`src/rtl/scan_arbiter.sv`:
```
// Two-scanner readout arbiter: ping-pong scan sequencing plus a granted byte-by-byte buffer transfer.
// Define SCAN_ARB_ROUND_ROBIN_EN to alternate grants on ties; otherwise scanner 0 always wins.
module scan_arbiter #(
    parameter int unsigned BUF_DEPTH = 10,
    parameter int unsigned RD_GAP    = 2
) (
    input  logic       clk,
    input  logic       rst,
    input  logic       scan_go,
    input  logic       xfer_req,
    input  logic       rd_strobe,
    input  logic [1:0] s_ready,
    input  logic [1:0] s_start2,
    input  logic [7:0] s0_data,
    input  logic [7:0] s1_data,
    output logic [1:0] s_start_scan,
    output logic [1:0] s_transfer,
    output logic [1:0] s_read_inc,
    output logic [7:0] data_out,
    output logic       owner,
    output logic       busy,
    output logic       xfer_done,
    output logic [3:0] byte_cnt
);

    localparam int unsigned     GapW     = (RD_GAP > 2) ? $clog2(RD_GAP) : 1;
    localparam logic [3:0]      DepthCnt = 4'(BUF_DEPTH);
    localparam logic [GapW-1:0] GapLoad  = GapW'(RD_GAP - 1);

    typedef enum logic [1:0] {
        StIdle    = 2'b00,
        StGrant   = 2'b01,
        StXfer    = 2'b10,
        StRelease = 2'b11
    } state_e;

    state_e          state_q, state_d;
    logic            owner_q, owner_d;
    logic [3:0]      cnt_q, cnt_d;
    logic [GapW-1:0] gap_q, gap_d;
    logic [1:0]      read_inc_q, read_inc_d;
    logic            take_grant;
    logic            grant_idx;
    logic            accept;

    logic [1:0]      start_q, start_d;
    logic            go_prev_q;
    logic            start2_prev_q;
    logic            unused_start2;

    assign unused_start2 = s_start2[1];

    assign take_grant = (state_q == StIdle) && xfer_req && (s_ready != 2'b00);

`ifdef SCAN_ARB_ROUND_ROBIN_EN
    logic last_q, last_d;

    // On a tie the scanner not served last wins; last_q resets to 1 so scanner 0 goes first.
    assign grant_idx = (s_ready == 2'b11) ? ~last_q : ~s_ready[0];

    always_comb begin
        last_d = last_q;
        if (take_grant) begin
            last_d = grant_idx;
        end
    end

    always_ff @(posedge clk) begin
        if (!rst) begin
            last_q <= 1'b1;
        end else begin
            last_q <= last_d;
        end
    end
`else
    assign grant_idx = ~s_ready[0];
`endif

    // Strobes are honoured only in XFER, with the request still up, outside the gap window.
    assign accept = (state_q == StXfer) && xfer_req && rd_strobe &&
                    (gap_q == '0) && (cnt_q < DepthCnt);

    always_comb begin
        state_d    = state_q;
        owner_d    = owner_q;
        cnt_d      = cnt_q;
        read_inc_d = 2'b00;
        gap_d      = (gap_q != '0) ? gap_q - GapW'(1) : gap_q;

        unique case (state_q)
            StIdle: begin
                if (take_grant) begin
                    state_d = StGrant;
                    owner_d = grant_idx;
                end
            end
            StGrant: begin
                state_d = StXfer;
            end
            StXfer: begin
                if (accept) begin
                    cnt_d      = cnt_q + 4'd1;
                    read_inc_d = owner_q ? 2'b10 : 2'b01;
                    gap_d      = GapLoad;
                end
                if ((cnt_q >= DepthCnt) || !xfer_req) begin
                    state_d = StRelease;
                end
            end
            StRelease: begin
                state_d = StIdle;
                cnt_d   = 4'd0;
            end
            default: begin
                state_d = StIdle;
            end
        endcase
    end

    always_ff @(posedge clk) begin
        if (!rst) begin
            state_q    <= StIdle;
            owner_q    <= 1'b0;
            cnt_q      <= 4'd0;
            gap_q      <= '0;
            read_inc_q <= 2'b00;
        end else begin
            state_q    <= state_d;
            owner_q    <= owner_d;
            cnt_q      <= cnt_d;
            gap_q      <= gap_d;
            read_inc_q <= read_inc_d;
        end
    end

    // Scan sequencer: start scanner 0 on a scan_go rise, hand over to scanner 1 on its start2 rise.
    always_comb begin
        start_d = start_q;
        if (!scan_go) begin
            start_d = 2'b00;
        end else if (!go_prev_q) begin
            start_d = 2'b01;
        end else if (start_q[0] && s_start2[0] && !start2_prev_q) begin
            start_d = 2'b10;
        end
    end

    always_ff @(posedge clk) begin
        if (!rst) begin
            start_q       <= 2'b00;
            go_prev_q     <= 1'b0;
            start2_prev_q <= 1'b0;
        end else begin
            start_q       <= start_d;
            go_prev_q     <= scan_go;
            start2_prev_q <= s_start2[0];
        end
    end

    always_comb begin
        s_transfer = 2'b00;
        if ((state_q == StGrant) || (state_q == StXfer)) begin
            s_transfer = owner_q ? 2'b10 : 2'b01;
        end
    end

    // A short count in RELEASE means the host aborted, so no completion pulse.
    assign xfer_done    = (state_q == StRelease) && (cnt_q == DepthCnt);
    assign busy         = (state_q != StIdle);
    assign s_read_inc   = read_inc_q;
    assign byte_cnt     = cnt_q;
    assign owner        = owner_q;
    assign data_out     = owner_q ? s1_data : s0_data;
    assign s_start_scan = start_q;

endmodule

```
`config.mk`:
```
export PLATFORM = sky130hd
export DESIGN_NAME = scan_arbiter
export DESIGN_NICKNAME = d
export VERILOG_FILES = /design/src/rtl/scan_arbiter.sv
export SDC_FILE = /design/constraint.sdc
export NUM_CORES = 1
export LEC_CHECK = 0
export ABC_CLOCK_PERIOD_IN_PS = 1400
export BUFFER_PORTS_ARGS = -buffer_cell sky130_fd_sc_hd__buf_2
export CAP_MARGIN = 30
export CORE_UTILIZATION = 38
export CTS_CLUSTER_SIZE = 16
export DETAILED_ROUTE_END_ITERATION = 8
export HOLD_SLACK_MARGIN = 0.1
export PLACE_DENSITY = 0.85
export SLEW_MARGIN = 20
export SYNTH_ARGS = -nofsm -noshare
export SYNTH_HDL_FRONTEND = slang
export SYNTH_SLANG_ARGS = --single-unit
```
`constraint.sdc`:
```
create_clock -name clk -period 1.4 [get_ports clk]
set_input_delay 0.42 -clock clk [delete_from_list [all_inputs] [get_ports clk]]
set_output_delay 0.42 -clock clk [all_outputs]
set_load 0.01 [all_outputs]
```
After elaboration in Yosys (flattened, before gate mapping)
Index checks and enable logic that the tools add are counted.
- register bits after elaboration: 14
- output and inout port bits: 21
- $add $sub $neg: 2
- $lt $le $gt $ge: 2
- equality and inequality tests: 8
- mux-type cells: 13
- bitwise logic cells: 2
- reduce and logical (&&, ||, !) cells: 23
- operator list (kind ; number):
    $logic_and 1x1->1 ; 9
    $mux 2 ; 4
    $mux 8 ; 1
    $pmux 2 s4 ; 1
    $pmux 4 s2 ; 1
    $reduce_and 2->1 ; 4
    $ne 2x2->1 const B ; 3
    $reduce_and 3->1 ; 2
    $reduce_bool 2->1 ; 3
    $mux 1 ; 5
    $add 4x1->4 const B ; 1
    $eq 2x2->1 const B ; 2
    $eq 4x4->1 const B ; 1
    $ge 4x4->1 const B ; 1
    $lt 4x4->1 const B ; 1
    $mux 4 ; 1
    $eq 2x1->1 const B ; 1
    $logic_not 1->1 ; 2
    $logic_not 2->1 ; 1
    $logic_or 1x1->1 ; 2
    $ne 2x1->1 const B ; 1
    $not 1->1 ; 2
    $sub 1x1->1 const B ; 1

Logic depth before layout (Yosys ltp)
Gate-level depths: netlist of the first run.
- depth in word-level cells: 7
- depth in mapped cells: 6

Worst setup path after synthesis of the first run
Ideal clock, no wire load.
- path type: register to output
- start: reg owner_q (netlist: owner)
- end: out data_out[3]
- arrival time: 1009 ps
- data required time: 980 ps
- path slack: -29 ps
- cell stages (with the launch flop): 3
- buffers on the path: 1
- path through: dfxtp_1 buf_2 mux2_2
- longest elaborated chain between the ends: 1
- RTL lines (item ; RTL line ; source):
    start, declared ; 38 ; logic owner_q, owner_d;
    start signal, assigned ; 129 ; owner_q <= owner_d;
    $mux 8 ; 173 ; assign data_out = owner_q ? s1_data : s0_data;
    end, declared ; 19 ; output logic [7:0] data_out,
No other way between the ends.

Worst setup path in the final report of the first run
- start: reg state_q[1]
- end: out xfer_done
- longest elaborated chain between the ends: 2
- RTL lines (item ; RTL line ; source):
    start, declared ; 37 ; state_e state_q, state_d;
    start signal, assigned ; 122 ; state_q <= StIdle;
    start signal, assigned ; 128 ; state_q <= state_d;
    $eq 2x2->1 ; 168 ; assign xfer_done = (state_q == StRelease) && (cnt_q == DepthCnt);
    $logic_and 1x1->1 ; 168 ;
    end, declared ; 22 ; output logic xfer_done,
No other way between the ends.

==> results of run 1 <==
-- registers in the layout, indices dropped and copies added, names as in the netlist --
register       flops
s_read_inc         2
owner              1
start2_prev_q      1
state_q            2
gap_q              1
s_start_scan       2
byte_cnt           4
go_prev_q          1
-- power by group through the flow --
| stage | logic [mW] | registers (mW) | clock network, mW |
|---|---|---|---|
| after floorplan | 0.341 | 0.485 | 0 |
| after global placement | 0.547 | 0.477 | 0 |
| after detailed placement | 0.571 | 0.480 | 0 |
| after CTS | 0.908 | 0.482 | 0.235 |
| after global routing | 1.14 | 0.497 | 0.252 |
| final | 1.07 | 0.489 | 0.239 |
-- logic make-up (layout without fill, tap and decap cells) --
| logic type | Yosys count | after routing | synth area share [%] |
|---|---|---|---|
| muxes | 9 | 9 | 12.7 |
| and+or+nand+nor | 27 | 27 | 22.3 |
| adders and majority gates | 6 | 6 | 9.54 |
| buffers and inverters | 9 | 69 | 5.41 |
| AOI/OAI and AO/OA | 18 | 18 | 14.5 |
| DFF | 14 | 14 | 35.6 |
-- synthesized netlist by cell type (all sizes together) (3+ instances only) --
| cell type | count |
|---|---|
| ha | 6 |
| inv | 7 |
| mux2 | 8 |
| a21oi | 4 |
| nor2b | 3 |
| and2 | 3 |
| dfxtp | 14 |
| nand2 | 6 |
| o21ai | 6 |
-- final cells by class --
type                    instances  area, um2
clock buffers                   3       22.5
fillers                       150        581
inverters                       7       26.3
multi-input cells              60        579
flip-flops and latches         14        289
well taps                      27       33.8
repair buffers                 59        430
-- worst max-delay path: stages (launching register included) --
cell	delay (ns)
dfxtp_4	0.36
buf_6	0.12
ha_4	0.15
and4b_1	0.18
buf_2	0.14
-- layout by cell type (no fill, tap or decap), types with 4 or more instances in the layout --
master   netlist  layout
buf_2          1      32
buf_6          1      18
dfxtp_1       14       9
buf_4          0       9
mux2_4         0       8
nand2_1        6       6
o21ai_0        6       5
inv_1          7       4
dfxtp_2        0       4
-- routing by layer --
metal | vias up | routed length, um
met5 | - | 0
met4 | 0 | 50
met3 | 8 | 166
met2 | 46 | 1320
met1 | 399 | 893
li1 | 419 | -
-- how the worst min path moves through the flow --
stage / endpoint / from / slack (ns) / cells after the start
floorplan: s_start_scan[0] / go_prev_q / 0.40 / 1
global placement: s_start_scan[0] / go_prev_q / 0.40 / 1
detailed placement: s_start_scan[0] / go_prev_q / 0.43 / 1
CTS: go_prev_q / scan_go / 0.36 / 3
global route: start2_prev_q / s_start2[0] / 0.39 / 2
finish: go_prev_q / scan_go / 0.36 / 3
-- stage by stage --
stage	power, mW	std cells	setup WS, ns
finish	1.80	170	-0.255
global route	1.89	170	-0.304
CTS	1.63	167	-0.232
detailed placement	1.05	159	-0.0378
global placement	1.02	159	-0.0193
floorplan	0.826	83	0.00858
-- repair_timing --
item,4_1_cts,5_1_grt
endpoints found under the setup margin,20,21
hold endpoints to repair,0,0
gates resized for setup,34,15
pin swaps,3,4
setup buffers,6,3
hold buffers,0,0
==> results.json, run 1 <==
{
  "power_density_nw_per_um2": 1300,
  "crit_type": "reg -> out",
  "whs_ns": 0.358,
  "syn_inst": 83,
  "cts_buffers": 3,
  "stdcell_area_um2": 1380,
  "p_switching_uw": 616,
  "antenna_found_initial": 0,
  "synthTopCellsByArea": "dfxtp_1, mux2_2, ha_1, o21ai_0, inv_1",
  "use_met1_pct": 22.2,
  "root_buffer": "clkbuf_4",
  "min_period_over_period_pct": 118,
  "report.final.slew_viol_count": 0,
  "hold_path.class": "in -> reg",
  "die_h_um": 47.5,
  "yosysWarnings": 0,
  "required_ns": 0.98,
  "synth_edf_count": 0,
  "grtUsageMet2_pct": 36.7,
  "drive_above_1_share_pct": 64.3,
  "finish.net_count": 176,
  "ys_types": 31,
  "synthFlopType": "dfxtp_1",
  "antennaDiodeCount": 0,
  "period_needed_ns": 1.66,
  "grt.busiest_layer": "met2",
  "die_area_um2": 2260,
  "viasPerCell": 5.13,
  "numPortBuffers": 44,
  "internal_power_mw": 1.18,
  "initial_core_util_pct": 40.1,
  "gr-usage-met3_pct": 6.42,
  "rows": 16,
  "grt-ovfl-total": 0,
  "place_congestion": 0.827,
  "cts_num_sinks": 14,
  "grt_pass1_wl_um": 3170,
  "worst-path-max-fanout": 3,
  "worstMarginPinSlew_ns": 0.464,
  "pwr-share-comb_pct": 59.5,
  "grt_pass1_vias": 751,
  "power.leakage_nw": 0.693,
  "placed_area_um2": 1080,
  "rsz0062_at_grt": "yes",
  "dp_hpwl_um": 1430,
  "crit_end": "xfer_done",
  "clkPwrFrac_pct": 13.3,
  "fin_tns_setup_ns": -2.78,
  "clk_pin_slew_ns": 0.09,
  "ys_seq_area_share_pct": 35.6,
  "syn2layout_area_growth_pct": 75.5,
  "crit_path_end_kind": "primary output",
  "syn-num-nets": 114,
  "setup_viol": 15,
  "reg2reg_depth": 8,
  "postSynth.asyncResetShare_pct": 0,
  "first_pass_iters": 4,
  "reg2reg_from": "state_q[1]",
  "cp.arrival_ns": 1.24,
  "routedWlPerCell_um": 14.3,
  "grt.total_usage_pct": 20.4,
  "outcome": "finished with violations",
  "slew_headroom_pct": 68.8,
  "peakVddDrop_v": 0.00108,
  "cts_buffer_depth": 2,
  "p_sw_share_pct": 34.2,
  "reg2reg_slack_ns": -0.11,
  "yosys.area.top_type": "dfxtp_1",
  "startpoint_type": "flop",
  "htreeDepth": 1,
  "seqPwrFrac_pct": 27.2,
  "detail_route.iter0.violations": 14,
  "grt_max_degree": 15,
  "clk_latency_ns": 0.29,
  "io-pin-count": 46,
  "cts_tree": "yes",
  "netlist.area_leader.share_pct": 35.6,
  "vias": 872,
  "fmax_mhz": 604,
  "crit_start": "state_q[1]",
  "syn_avg_cell_area_um2": 9.48,
  "ant_nets": 0,
  "cap_viol_max_count": 0,
  "ys_ff_latch": 14,
  "final_hold_viol_count": 0,
  "final_core_utilization_pct": 70.4,
  "drc_errors": 0,
  "wl_um": 2430,
  "finClkSkew_ns": 0.00458,
  "worst_slack_ns": -0.255,
  "violations": "setup timing",
  "synth_area_um2": 787,
  "design.core.area_um2": 1960,
  "die_x_um": 47.5,
  "r2r_end": "byte_cnt[0]"
}
Power figures use the tool's default switching activity.
==> inputs of run 2 (changes only) <==
- CELL_PAD_IN_SITES_DETAIL_PLACEMENT: default -> 1
- CELL_PAD_IN_SITES_GLOBAL_PLACEMENT: default -> 2
- CORE_UTILIZATION: 38 -> 21
- HOLD_SLACK_MARGIN: 0.1 -> 0.03
- MAX_ROUTING_LAYER: default -> met4
==> results.json, run 2 (synthesis gave the netlist of run 1 again) <==
{
  "outcome": "finished with violations",
  "violations": "setup timing",
  "cts_tree": "yes",
  "placed_area_um2": 1110,
  "design.core.area_um2": 3470,
  "p_total_mw": 1.84,
  "grt_pass1_vias": 927,
  "die_x_um": 63.2,
  "startpoint_type": "flop",
  "antennaDiodeCount": 0,
  "crit_chain": "inv_4 -> ha_4 -> nor2b_4 -> buf_6",
  "io-pin-count": 46,
  "power_density_nw_per_um2": 1330,
  "cp.arrival_ns": 1.18,
  "seqPwrFrac_pct": 27.4,
  "grt-ovfl-total": 0,
  "initial_core_util_pct": 22.7,
  "antenna_found_initial": 0,
  "fin_tns_setup_ns": -2.01,
  "dp_hpwl_um": 1780,
  "clk_latency_ns": 0.24,
  "mostFrequentLayoutCell": "buf_2",
  "fmax_mhz": 625,
  "grt_pass1_wl_um": 4120,
  "numPortBuffers": 44,
  "syn2layout_area_growth_pct": 76.5,
  "critPathTopFamily": "flip-flops",
  "min_period_over_period_pct": 114,
  "rsz0062_at_grt": "yes",
  "hp-start": "scan_go",
  "cts_buffers": 3,
  "power.leakage_nw": 0.684,
  "reg2reg_from": "state_q[0]",
  "htreeDepth": 1,
  "wl_um": 2470,
  "grt_max_degree": 15,
  "stdcell_area_um2": 1390,
  "worstMarginPinSlew_ns": 0.442,
  "vias": 854,
  "rows": 21,
  "required_ns": 0.98,
  "cap_viol_max_count": 0,
  "pwr-share-comb_pct": 51.0,
  "root_buffer": "clkbuf_8",
  "crit_start": "state_q[1]",
  "die_area_um2": 4000,
  "clkPwrFrac_pct": 21.7,
  "first_pass_iters": 4,
  "drive_above_1_share_pct": 63.1,
  "report.final.slew_viol_count": 0,
  "grt.total_usage_pct": 13.6,
  "slew_headroom_pct": 70.2,
  "internal_power_mw": 1.25,
  "drc_errors": 0,
  "slowest_stage": "dfxtp_4",
  "cp_num_buf_inv": 2,
  "finClkSkew_ns": 0.00173,
  "p_switching_uw": 593,
  "routedWlPerCell_um": 13.2,
  "cts_num_sinks": 14,
  "finish.net_count": 173,
  "worst_slack_ns": -0.199,
  "largest_register_ff_count": 4,
  "worst-path-max-fanout": 4,
  "place_congestion": 0.679,
  "detail_route.iter0.violations": 22,
  "ant_nets": 0,
  "die_h_um": 63.2,
  "crit_type": "reg -> out",
  "viasPerCell": 4.57,
  "layout_common_cells": "buf_2, buf_6, dfxtp_1, buf_4, mux2_4",
  "clk_pin_slew_ns": 0.06,
  "period_needed_ns": 1.60,
  "cts_buffer_depth": 2,
  "p_sw_share_pct": 32.2,
  "setup_viol": 15,
  "critPathMaxStageDelay_ns": 0.38,
  "peakVddDrop_v": 0.000654,
  "final_hold_viol_count": 0,
  "crit_path_end_kind": "primary output",
  "hold_path.class": "in -> reg"
}
==> run 2: cell count changes in the layout (fill, tap and decap cells not counted), sizes merged <==
cell | before | now
buf | 59 | 56
clkbuf | 3 | 4
==> run 2: per-stage QoR <==
stage | instances | setup WS, ns | hold slack, ns | util, %
6_report | 187 | -0.199 | 0.412 | 40.0
5_1_grt | 187 | -0.244 | 0.418 | 40.0
4_1_cts | 187 | -0.208 | 0.418 | 39.3
3_3_place_gp | 179 | -0.0329 | 0.404 | 32.0
2_1_floorplan | 83 | 0.00858 | 0.399 | -
3_5_place_dp | 179 | -0.0842 | 0.425 | 32.0
==> run 2: power by group through the flow <==
stage          logic [mW]  clock network [mW]  registers, mW
2_1_floorplan       0.341                   0          0.485
3_3_place_gp        0.578                   0          0.474
3_5_place_dp        0.603                   0          0.480
4_1_cts             0.927               0.402          0.503
5_1_grt              1.02               0.431          0.511
6_report            0.939               0.399          0.504
==> run 2: worst paths after layout <==
kind / to / slack, ns / depth (start not counted)
worst max-delay path: s_transfer[0] / -0.20 / 4
worst min-delay path: go_prev_q / 0.41 / 3
worst max register to register: byte_cnt[3] / -0.07 / 6
worst min register to register: s_start_scan[0] / 0.43 / 1
==> run 2: cell type report <==
class	instances	area [um2]
timing repair buffer	56	397
inverter	7	28.8
clock buffer	4	55.1
tap	46	57.6
sequential	14	289
fill	421	2080
multi-input combinational	60	562
==> run 2: worst register-to-register path, cell delays in order, from the launching register on <==
cell and delay, ns:
dfxtp_2 0.33, inv_2 0.08, ha_1 0.25, nand4b_2 0.21, o21ai_1 0.22, a21oi_1 0.09, a31o_1 0.18
==> run 2: metal layers <==
| metal | wire length, um | share of wire, % | track usage, % | up-vias |
|---|---|---|---|---|
| li1 | - | - | - | 412 |
| met1 | 975 | 40 | 13.8 | 408 |
| met2 | 1350 | 55 | 26.3 | 32 |
| met3 | 123 | 5.0 | 2.54 | 2 |
| met4 | 15 | 0.61 | 3.41 | 0 |
| met5 | 0 | 0 | - | - |
==> run 2: timing repair <==
item / 4_1_cts / 5_1_grt
setup endpoints to repair: 20 / 22
pin swaps: 2 / 0
hold buffers: 0 / 0
resized for setup: 39 / 6
setup buffers: 4 / 0
==> inputs of run 3 (changes only) <==
- ABC_AREA: default -> 1
- CORE_UTILIZATION: 21 -> 19
==> results.json, run 3 <==
{
  "detail_route.iter0.violations": 5,
  "power.leakage_nw": 0.691,
  "worstMarginPinSlew_ns": 0.260,
  "grt.total_usage_pct": 10.7,
  "vias": 939,
  "initial_core_util_pct": 19.8,
  "cts_buffer_depth": 2,
  "syn_avg_cell_area_um2": 6.89,
  "mostFrequentLayoutCell": "buf_2",
  "ys_seq_area_share_pct": 35.1,
  "rows": 23,
  "antenna_found_initial": 0,
  "yosys.area.top_type": "dfxtp_1",
  "viasPerCell": 4.23,
  "finish.net_count": 205,
  "stdcell_area_um2": 1310,
  "placed_area_um2": 1120,
  "synth_area_um2": 800,
  "outcome": "finished with violations",
  "finClkSkew_ns": 0.00271,
  "startpoint_type": "flop",
  "antennaDiodeCount": 0,
  "synthFlopType": "dfxtp_1",
  "synthTopCellsByCount": "nand2_1, dfxtp_1, nor2_1, inv_1, nand3_1",
  "crit_path_end_kind": "primary output",
  "rsz0062_at_grt": "yes",
  "wl_um": 2320,
  "synthTopCellsByArea": "dfxtp_1, nand2_1, ha_1, nor2_1, inv_1",
  "fmax_mhz": 635,
  "clk_latency_ns": 0.24,
  "synth-compound-area-share_pct": 8.92,
  "postSynth.asyncResetShare_pct": 0,
  "seqCellArea_um2": 288,
  "cts_tree": "yes",
  "cts_hold_buf": 0,
  "yosys.area_share.adder_pct": 9.39,
  "first_pass_iters": 2,
  "die_area_um2": 4470,
  "drive_above_1_share_pct": 52.9,
  "numPortBuffers": 44,
  "cts_buffers": 3,
  "place_congestion": 0.729,
  "syn-num-nets": 147,
  "synth_mux_area_share_pct": 0,
  "design.core.area_um2": 4030,
  "worst-path-max-fanout": 3,
  "netlist.area_leader.share_pct": 35.1,
  "layout_common_cells": "buf_2, nand2_1, nor2_1",
  "yosysWarnings": 0,
  "cts_num_sinks": 14,
  "grt_max_degree": 10,
  "worst_slack_ns": -0.175,
  "yosysMostFrequentCell": "nand2_1",
  "crit_chain": "inv_2 -> ha_4 -> inv_2 -> nor2_1 -> buf_2",
  "dp_hpwl_um": 1840,
  "drc_errors": 0,
  "ant_nets": 0,
  "violations": "setup timing",
  "period_needed_ns": 1.57,
  "routedWlPerCell_um": 10.5,
  "htreeDepth": 1,
  "syn2layout_area_growth_pct": 63.5,
  "whs_ns": 0.364,
  "grt_pass1_vias": 885,
  "fillers": 521,
  "cap_viol_max_count": 0,
  "critPathMostFrequentCell": "inv_2",
  "ys_types": 23,
  "critPathMaxStageDelay_ns": 0.35,
  "hold_path.class": "in -> reg",
  "dpl.cell_count": 215,
  "syn_inst": 116,
  "cp.arrival_ns": 1.15,
  "peakVddDrop_v": 0.000463,
  "die_x_um": 66.9,
  "final_hold_viol_count": 0,
  "clk_pin_slew_ns": 0.06,
  "slowest_stage": "dfxtp_2",
  "min_period_over_period_pct": 112,
  "setup_viol": 3,
  "grt-ovfl-total": 0,
  "io-pin-count": 46,
  "power_density_nw_per_um2": 1340,
  "die_h_um": 66.9,
  "synth_top_family_by_area": "simple AND/OR/NAND/NOR gates",
  "slew_headroom_pct": 82.7,
  "layoutNonFillerInstCount": 222,
  "synth_xor_area_share_pct": 1.10,
  "ys_ff_latch": 14,
  "synthSimpleGateAreaFrac_pct": 38.5,
  "report.final.slew_viol_count": 0,
  "grt_pass1_wl_um": 3570,
  "largest_register_ff_count": 4,
  "required_ns": 0.98,
  "multi_input_area_um2": 531,
  "crit_type": "reg -> out",
  "synth_edf_count": 0,
  "root_buffer": "clkbuf_8"
}
==> run 3: changes by cell type in the layout (fill, tap and decap cells not counted), sizes merged, moves of 5 or more <==
cell and change:
inv +5, nand3 +6, nand2 +35, nor2 +12, mux2 -8
==> run 3: final timing paths <==
path	start	end	slack, ns	cells past startpoint
min	s_ready[0]	owner	0.36	2
min reg2reg	go_prev_q	s_start_scan[0]	0.43	1
max reg2reg	state_q[0]	byte_cnt[3]	0.08	8
max	state_q[0]	s_transfer[0]	-0.17	5
==> run 3: kinds of logic (layout without fill, tap and decap cells) <==
kind of cell               after synthesis  count (layout)
xor gates and xnor gates                 1               1
and+or+nand+nor                         69              69
AOI/OAI and AO/OA                       12              12
adders and majority gates                6               6
DFF                                     14              14
buffers and inverters                   14              70
==> run 3: report_power, final <==
part / internal (mW) / switching, mW
clock: 0.190 / 0.128
combinational: 0.442 / 0.487
sequential: 0.461 / 0.0502
total: 1.09 / 0.665
==> run 3: what timing repair did <==
item | CTS | global route
pin swaps | 3 | 7
endpoints found under the setup margin | 13 | 17
resized for setup | 15 | 19
buffers inserted | 4 | 0
==> run 3: per-stage QoR <==
stage	power (mW)	TNS [ns]	utilization, %	setup WS [ns]
4_1_cts	1.71	-0.508	31.1	-0.180
6_report	1.76	-0.432	32.5	-0.175
3_5_place_dp	1.23	-0.0514	27.9	-0.0268
3_3_place_gp	1.22	-0.00505	27.9	-0.00505
5_1_grt	1.91	-0.963	32.5	-0.229
2_1_floorplan	0.925	0	-	0.0479
==> run 3: cell type report <==
class / count / area share [%]
well taps: 50 / 4.78
inverters: 12 / 3.83
repair buffers: 55 / 25.6
clock buffers: 3 / 3.16
multi-input cells: 88 / 40.6
flip-flops and latches: 14 / 22.0
==> run 3: worst max-delay path: cells and delay by family, from the launching register on <==
kind,cells,cell delay (ns)
buffers and inverters,3,0.22
adder cells (fa/ha/maj),1,0.26
flip-flops,1,0.35
AND/OR/NAND/NOR,1,0.08
==> run 3: metal layers <==
layer,vias to the layer above,share of wire (%),global-route usage [%]
met3,2,6.5,2.05
li1,480,-,-
met4,0,0.69,3.19
met2,40,46,18.6
met5,-,0,-
met1,417,47,12.5
